===== src/rtl/adc_sample_ram_writer_if.sv =====
// Sample stream and Avalon-MM write port of the ADC sample RAM writer.
// master: the writer (consumes samples, drives memory); slave: ADC source / memory side.
interface adc_sample_ram_writer_if;
  logic        in_valid;
  logic        in_ready;
  logic [11:0] in_sample;
  logic [2:0]  in_channel;
  logic [15:0] mem_address;
  logic [3:0]  mem_byteenable;
  logic        mem_chipselect;
  logic        mem_write;
  logic [31:0] mem_writedata;

  modport master (
    input  in_valid, in_sample, in_channel,
    output in_ready, mem_address, mem_byteenable, mem_chipselect, mem_write, mem_writedata
  );

  modport slave (
    output in_valid, in_sample, in_channel,
    input  in_ready, mem_address, mem_byteenable, mem_chipselect, mem_write, mem_writedata
  );
endinterface


===== src/rtl/adc_sample_ram_writer.sv =====
// Writes ADC samples as 32-bit words into on-chip memory, NUM_WORDS per start command.
// Define ADC_WRITER_PACK_EN to pack two samples per word (otherwise one sample per word).
//
// state     | meaning
// S_IDLE    | waiting for start, samples refused and counted as drops
// S_CAPTURE | accepting samples and issuing writes
// S_FLUSH   | one cycle writing the pending half-word after an abort
// S_DONE    | NUM_WORDS words issued, done held until next start
module adc_sample_ram_writer #(
  parameter logic [15:0] BASE_ADDR = 16'd0,
  parameter logic [15:0] NUM_WORDS = 16'd40000
) (
  input  logic                           clk,
  input  logic                           reset_n,
  input  logic                           start,
  input  logic                           abort,
  adc_sample_ram_writer_if.master        bus,
  output logic                           busy,
  output logic                           done,
  output logic [15:0]                    word_count,
  output logic [15:0]                    drop_count
);

  typedef enum logic [1:0] {S_IDLE, S_CAPTURE, S_FLUSH, S_DONE} state_t;

  state_t      state_q, state_d;
  logic [15:0] addr_q, addr_d;
  logic [15:0] word_cnt_q, word_cnt_d;
  logic [15:0] drop_cnt_q, drop_cnt_d;
  logic        done_q, done_d;
  logic        busy_q, busy_d;
  logic        in_ready_q, in_ready_d;
  logic        mem_write_q, mem_write_d;
  logic [3:0]  mem_be_q, mem_be_d;
  logic [31:0] mem_data_q, mem_data_d;
`ifdef ADC_WRITER_PACK_EN
  logic [15:0] half_q, half_d;
  logic        half_vld_q, half_vld_d;
`endif

  logic [15:0] half_word;
  logic        handshake;
  logic        word_issue;
  logic [16:0] issued_next;

  always_comb begin
    state_d     = state_q;
    addr_d      = addr_q;
    word_cnt_d  = word_cnt_q;
    drop_cnt_d  = drop_cnt_q;
    done_d      = done_q;
    mem_write_d = 1'b0;
    mem_be_d    = mem_be_q;
    mem_data_d  = mem_data_q;
`ifdef ADC_WRITER_PACK_EN
    half_d      = half_q;
    half_vld_d  = half_vld_q;
`endif
    word_issue  = 1'b0;
    half_word   = {1'b0, bus.in_channel, bus.in_sample};
    handshake   = in_ready_q & bus.in_valid;
    // Words already issued (retired + the one in flight) plus the one being issued now.
    issued_next = {1'b0, word_cnt_q} + {16'd0, mem_write_q} + 17'd1;

    // The word whose strobe is on the bus retires at this edge.
    if (mem_write_q) begin
      addr_d     = addr_q + 16'd1;
      word_cnt_d = word_cnt_q + 16'd1;
      if (state_q == S_DONE && (word_cnt_q + 16'd1) == NUM_WORDS) done_d = 1'b1;
    end

    if (bus.in_valid && state_q != S_CAPTURE && drop_cnt_q != 16'hFFFF)
      drop_cnt_d = drop_cnt_q + 16'd1;

    case (state_q)
      S_IDLE, S_DONE: begin
        if (start && !abort) begin
          state_d    = S_CAPTURE;
          addr_d     = BASE_ADDR;
          word_cnt_d = 16'd0;
          drop_cnt_d = 16'd0;
          done_d     = 1'b0;
`ifdef ADC_WRITER_PACK_EN
          half_vld_d = 1'b0;
`endif
        end
      end
      S_CAPTURE: begin
        if (handshake) begin
`ifdef ADC_WRITER_PACK_EN
          if (half_vld_q) begin
            mem_write_d = 1'b1;
            mem_data_d  = {half_word, half_q};
            mem_be_d    = 4'hF;
            half_vld_d  = 1'b0;
            word_issue  = 1'b1;
          end else begin
            half_d     = half_word;
            half_vld_d = 1'b1;
          end
`else
          mem_write_d = 1'b1;
          mem_data_d  = {16'h0000, half_word};
          mem_be_d    = 4'hF;
          word_issue  = 1'b1;
`endif
        end
        // Completing the last word takes precedence over a coincident abort.
        if (word_issue && issued_next == {1'b0, NUM_WORDS}) begin
          state_d = S_DONE;
        end else if (abort) begin
`ifdef ADC_WRITER_PACK_EN
          state_d = half_vld_d ? S_FLUSH : S_IDLE;
`else
          state_d = S_IDLE;
`endif
        end
      end
      S_FLUSH: begin
`ifdef ADC_WRITER_PACK_EN
        mem_write_d = 1'b1;
        mem_data_d  = {16'h0000, half_q};
        mem_be_d    = 4'b0011;
        half_vld_d  = 1'b0;
`endif
        state_d = S_IDLE;
      end
      default: state_d = S_IDLE;
    endcase

    in_ready_d = (state_d == S_CAPTURE);
    busy_d     = (state_d == S_CAPTURE) || (state_d == S_FLUSH);
  end

  always_ff @(posedge clk or negedge reset_n) begin
    if (!reset_n) begin
      state_q     <= S_IDLE;
      addr_q      <= 16'd0;
      word_cnt_q  <= 16'd0;
      drop_cnt_q  <= 16'd0;
      done_q      <= 1'b0;
      busy_q      <= 1'b0;
      in_ready_q  <= 1'b0;
      mem_write_q <= 1'b0;
      mem_be_q    <= 4'h0;
      mem_data_q  <= 32'd0;
`ifdef ADC_WRITER_PACK_EN
      half_q      <= 16'd0;
      half_vld_q  <= 1'b0;
`endif
    end else begin
      state_q     <= state_d;
      addr_q      <= addr_d;
      word_cnt_q  <= word_cnt_d;
      drop_cnt_q  <= drop_cnt_d;
      done_q      <= done_d;
      busy_q      <= busy_d;
      in_ready_q  <= in_ready_d;
      mem_write_q <= mem_write_d;
      mem_be_q    <= mem_be_d;
      mem_data_q  <= mem_data_d;
`ifdef ADC_WRITER_PACK_EN
      half_q      <= half_d;
      half_vld_q  <= half_vld_d;
`endif
    end
  end

  assign bus.in_ready       = in_ready_q;
  assign bus.mem_address    = addr_q;
  assign bus.mem_byteenable = mem_be_q;
  assign bus.mem_chipselect = mem_write_q;
  assign bus.mem_write      = mem_write_q;
  assign bus.mem_writedata  = mem_data_q;
  assign busy               = busy_q;
  assign done               = done_q;
  assign word_count         = word_cnt_q;
  assign drop_count         = drop_cnt_q;

endmodule


===== src/flat_wrapper.sv =====
// flat-port wrapper written by rule: the top's interface ports become plain ports
module adc_sample_ram_writer_flat 
#(
  parameter logic [15:0] BASE_ADDR = 16'd0,
  parameter logic [15:0] NUM_WORDS = 16'd40000
)
  (clk, reset_n, start, abort, busy, done, word_count, drop_count, bus_in_valid, bus_in_sample, bus_in_channel, bus_in_ready, bus_mem_address, bus_mem_byteenable, bus_mem_chipselect, bus_mem_write, bus_mem_writedata);
  adc_sample_ram_writer_if bus_i ();
  input  logic clk;
  input  logic reset_n;
  input  logic start;
  input  logic abort;
  output logic busy;
  output logic done;
  output logic [15:0] word_count;
  output logic [15:0] drop_count;
  input wire logic [$bits(bus_i.in_valid)-1:0] bus_in_valid;
  input wire logic [$bits(bus_i.in_sample)-1:0] bus_in_sample;
  input wire logic [$bits(bus_i.in_channel)-1:0] bus_in_channel;
  output wire logic [$bits(bus_i.in_ready)-1:0] bus_in_ready;
  output wire logic [$bits(bus_i.mem_address)-1:0] bus_mem_address;
  output wire logic [$bits(bus_i.mem_byteenable)-1:0] bus_mem_byteenable;
  output wire logic [$bits(bus_i.mem_chipselect)-1:0] bus_mem_chipselect;
  output wire logic [$bits(bus_i.mem_write)-1:0] bus_mem_write;
  output wire logic [$bits(bus_i.mem_writedata)-1:0] bus_mem_writedata;
  assign bus_i.in_valid = bus_in_valid;
  assign bus_i.in_sample = bus_in_sample;
  assign bus_i.in_channel = bus_in_channel;
  assign bus_in_ready = bus_i.in_ready;
  assign bus_mem_address = bus_i.mem_address;
  assign bus_mem_byteenable = bus_i.mem_byteenable;
  assign bus_mem_chipselect = bus_i.mem_chipselect;
  assign bus_mem_write = bus_i.mem_write;
  assign bus_mem_writedata = bus_i.mem_writedata;
  adc_sample_ram_writer #(.BASE_ADDR(BASE_ADDR), .NUM_WORDS(NUM_WORDS)) u_core (.clk(clk), .reset_n(reset_n), .start(start), .abort(abort), .bus(bus_i), .busy(busy), .done(done), .word_count(word_count), .drop_count(drop_count));
endmodule

===== config.mk =====
export PLATFORM = sky130hd
export DESIGN_NAME = adc_sample_ram_writer_flat
export DESIGN_NICKNAME = d
export VERILOG_FILES = /design/src/rtl/adc_sample_ram_writer_if.sv /design/src/rtl/adc_sample_ram_writer.sv /design/src/flat_wrapper.sv
export SDC_FILE = /design/constraint.sdc
export NUM_CORES = 1
export LEC_CHECK = 0
export BUFFER_PORTS_ARGS = -buffer_cell sky130_fd_sc_hd__buf_2
export CAP_MARGIN = 15
export CORE_UTILIZATION = 35
export CTS_BUF_LIST = sky130_fd_sc_hd__clkbuf_4 sky130_fd_sc_hd__clkbuf_8
export DETAILED_ROUTE_END_ITERATION = 10
export GPL_TIMING_DRIVEN = 0
export PLACE_DENSITY_LB_ADDON = 0.3
export SLEW_MARGIN = 20
export SYNTH_ARGS = -nofsm -noshare
export SYNTH_HDL_FRONTEND = slang
export SYNTH_SLANG_ARGS = --single-unit

===== constraint.sdc =====
create_clock -name clk -period 2.5 [get_ports clk]
set_clock_uncertainty 0.1 [all_clocks]
set_input_delay 0.5 -clock clk [delete_from_list [all_inputs] [get_ports clk]]
set_output_delay 0.5 -clock clk [all_outputs]
set_load 0.005 [all_outputs]

==> run_results.csv <==
group,metric,value,unit
hold_path,min_path_type,"in -> async",
pwr,p_sw,1080,uW
synth,synth_edf_count,0,
cts,ctsHtreeMaxLevel,3,
outcome,status,"complete, no violations",
job,cap_violations,0,
global_routing,grt_pass1_vias,3032,
layout,n_antenna_cell,0,
route,drc_errors,0,
placed_design,io_buffer_count,91,
worst_setup_path,critPathLaunch,"u_core.bus.mem_chipselect$_DFF_PN0_",
worst_setup_path,reg2reg_depth,11,
cts,hold_buffers,0,
pwr,combPwrFrac,0.285,
layout,seq_area,0.00175,mm2
route,ant_nets,0,
synth,syn_area,0.00384,mm2
sta,slew_violations,0,
die,dieArea,0.0114,mm2
layout,fin_nets,542,
layout,final_area,0.00482,mm2
sta,slew_headroom,0.606,
cts,clock_latency,0.34,ns
pwr,peakVddDrop,0.000385,V
synth,ys_ff_latch,70,
layout,multi_input_area,0.00191,mm2
cts,cts-root-buf,"clkbuf_8",
synth,yosysUniqueCellTypes,42,
layout,fin_cells,653,
sta,timing.final.crit_share,0.966,
route,vias,3147,
worst_setup_path,reg2reg_from,"u_core.bus.mem_chipselect$_DFF_PN0_",
die,rows,37,
worst_setup_path,worst-path-max-fanout,3,
pwr,powerDensity,677,mW/mm2
die,start_util,0.367,
sta,finalSetupViolations,0,
die,core_area,0.0105,mm2
placed_design,numPlacedInstances,634,
global_routing,grt_start_max_net_pins,37,
layout,layout_common_cells,"buf_2, dfrtp_1, nor2_1",
layout,drive_above_1_share,0.354,
placed_design,dpl.hpwl,6.35,mm
route,drt_iter0_drc,93,
layout,nFillCells,1031,
layout,area_growth,25.4,%
sta,fin_crit,2.42,ns
sta,rsz0062_at_grt,"yes",
global_routing,grt.total_usage,0.161,
pwr,power_frac_seq,0.461,
placed_design,gp_congestion,0.818,
worst_setup_path,cp-start-kind,"flop",
global_routing,grt_pass1_wl,14.5,mm
worst_setup_path,crit_required,2.64,ns
worst_setup_path,crit_arrival,2.55,ns
cts,clk_path_buf_depth,2,
route,wl_per_cell,13.4,um
synth,synth_area_per_cell,9.85,um2
synth,yosys_warnings,0,
route,vias_per_cell,4.82,
sta,tightestPinTransition,0.591,ns
global_routing,grt-ovfl-total,0,
pwr,internal_power,2190,uW
sta,max_freq,414,MHz
worst_setup_path,rrSetupSlack,0.08,ns
worst_setup_path,r2r_end,"u_core.busy$_DFF_PN0_",
cts,cts_sinks,70,
pwr,p_leak,0.00241,uW
pwr,p_sw_frac,0.330,
synth,synthFlopType,"dfrtp_1",
die,pin_count,109,
cts,path_clk_slew,0.08,ns
sta,hold_violations,0,
die,die_y,107,um
synth,synth_cells,390,
die,fp.dieW,107,um
synth,async_flop_share,1.00,
cts,cts-buffers-inserted,9,
cts,cts_tree,"yes",
synth,ys_seq_area_frac,0.456,
layout,layout_commonest_cell,"buf_2",
route,dr.pass1.iters,4,
global_routing,grt_antenna_before_repair,0,
worst_setup_path,end_kind,"flop",
placed_design,place_area,0.00456,mm2
pwr,power_frac_clock,0.254,
worst_setup_path,crit_type,"reg -> reg",
route,wl,8.74,mm
==> worst max-delay path by stage <==
stage,endpoint,slack [ns],depth (start not counted)
floorplan,u_core.busy$_DFF_PN0_,0.008,12
global placement,u_core.busy$_DFF_PN0_,-0.31,13
detailed placement,u_core.busy$_DFF_PN0_,-0.33,13
CTS,u_core.busy$_DFF_PN0_,-0.02,13
global route,u_core.busy$_DFF_PN0_,-0.12,11
finish,u_core.busy$_DFF_PN0_,0.08,11
==> state kept, by name (all words and copies together) (netlist names), 2 cells and up <==
register / count
u_core.bus.mem_address: 16
u_core.state_q: 2
u_core.drop_count: 16
u_core.word_count: 16
u_core.bus.mem_writedata: 15
==> critical path, stage by stage (launching register included) <==
cell and delay (ns):
dfrtp_2 0.46, inv_6 0.07, ha_4 0.12, inv_2 0.04
ha_4 0.21, nor4bb_2 0.28, nand3_1 0.12, nor4_2 0.24
nand4_1 0.19, and2_1 0.19, ha_1 0.27, inv_1 0.03
==> cell families after synthesis <==
group / after synthesis / share of synthesized area
compound gates: 30 / 0.0450
other cells: 1 / 0.000976
buf+inv: 50 / 0.0762
fa+ha+maj: 10 / 0.0326
simple gates: 160 / 0.219
mux: 22 / 0.0629
xor+xnor: 47 / 0.107
flops: 70 / 0.456
==> metal layers <==
| layer | vias to the layer above | routed length [um] | GRT usage |
|---|---|---|---|
| li1 | 1533 | - | - |
| met1 | 1514 | 4010 | 0.210 |
| met2 | 90 | 4240 | 0.270 |
| met3 | 10 | 408 | 0.0316 |
| met4 | 0 | 77 | 0.0470 |
| met5 | - | 0 | 0 |
==> power by group through the flow <==
| stage | Sequential, uW | Clock [uW] | Combinational [uW] |
|---|---|---|---|
| global placement | 1520 | 0 | 836 |
| finish | 1500 | 830 | 928 |
| CTS | 1510 | 867 | 923 |
| global route | 1540 | 895 | 1050 |
| floorplan | 1530 | 0 | 470 |
| detailed placement | 1530 | 0 | 858 |
==> repair_timing <==
action	4_1_cts	5_1_grt
gates resized for setup	14	4
pin swaps	7	5
hold endpoints to repair	0	0
setup buffers	3	1
setup endpoints to repair	3	2
==> synth_stat cells (3+ instances only) <==
library cell | n | area share
xnor2_1 | 19 | 0.043
nand3_2 | 3 | 0.0078
o21ai_0 | 11 | 0.014
a21oi_1 | 10 | 0.013
mux2i_1 | 5 | 0.013
ha_1 | 10 | 0.033
buf_4 | 27 | 0.053
buf_2 | 3 | 0.0039
nor2_1 | 52 | 0.051
or3_1 | 9 | 0.015
and2_1 | 4 | 0.0065
mux2_2 | 17 | 0.050
nor3_1 | 7 | 0.0091
and3_1 | 8 | 0.013
nand2b_1 | 6 | 0.0098
nor2b_1 | 4 | 0.0065
xor2_1 | 28 | 0.064
dfrtp_1 | 70 | 0.46
clkbuf_1 | 7 | 0.0068
nand2_1 | 19 | 0.019
inv_1 | 13 | 0.013
and4_1 | 3 | 0.0068
nand4_1 | 14 | 0.023
nand3_1 | 18 | 0.023
==> metrics by stage <==
stage / hold slack [ns] / total power, uW / TNS, ns / utilization / worst slack (ns)
floorplan: 0.104 / 2000 / 0 / - / 0.00808
CTS: 0.00712 / 3300 / -0.0226 / 0.459 / -0.0226
finish: 0.00693 / 3260 / 0 / 0.460 / 0.0849
detailed placement: 0.383 / 2390 / -0.536 / 0.436 / -0.325
global route: 0.0363 / 3490 / -0.118 / 0.460 / -0.118
global placement: 0.385 / 2360 / -0.501 / 0.434 / -0.313
==> area by class of cell <==
cell class,instances,share of cell area
sequential,70,0.364
clock buffer,9,0.0257
timing repair buffer,96,0.105
multi-input combinational,286,0.397
inverter,13,0.0117
clock inverter,7,0.0104
tap,136,0.0353
buffer,36,0.0499
Power figures use the tool's default switching activity.
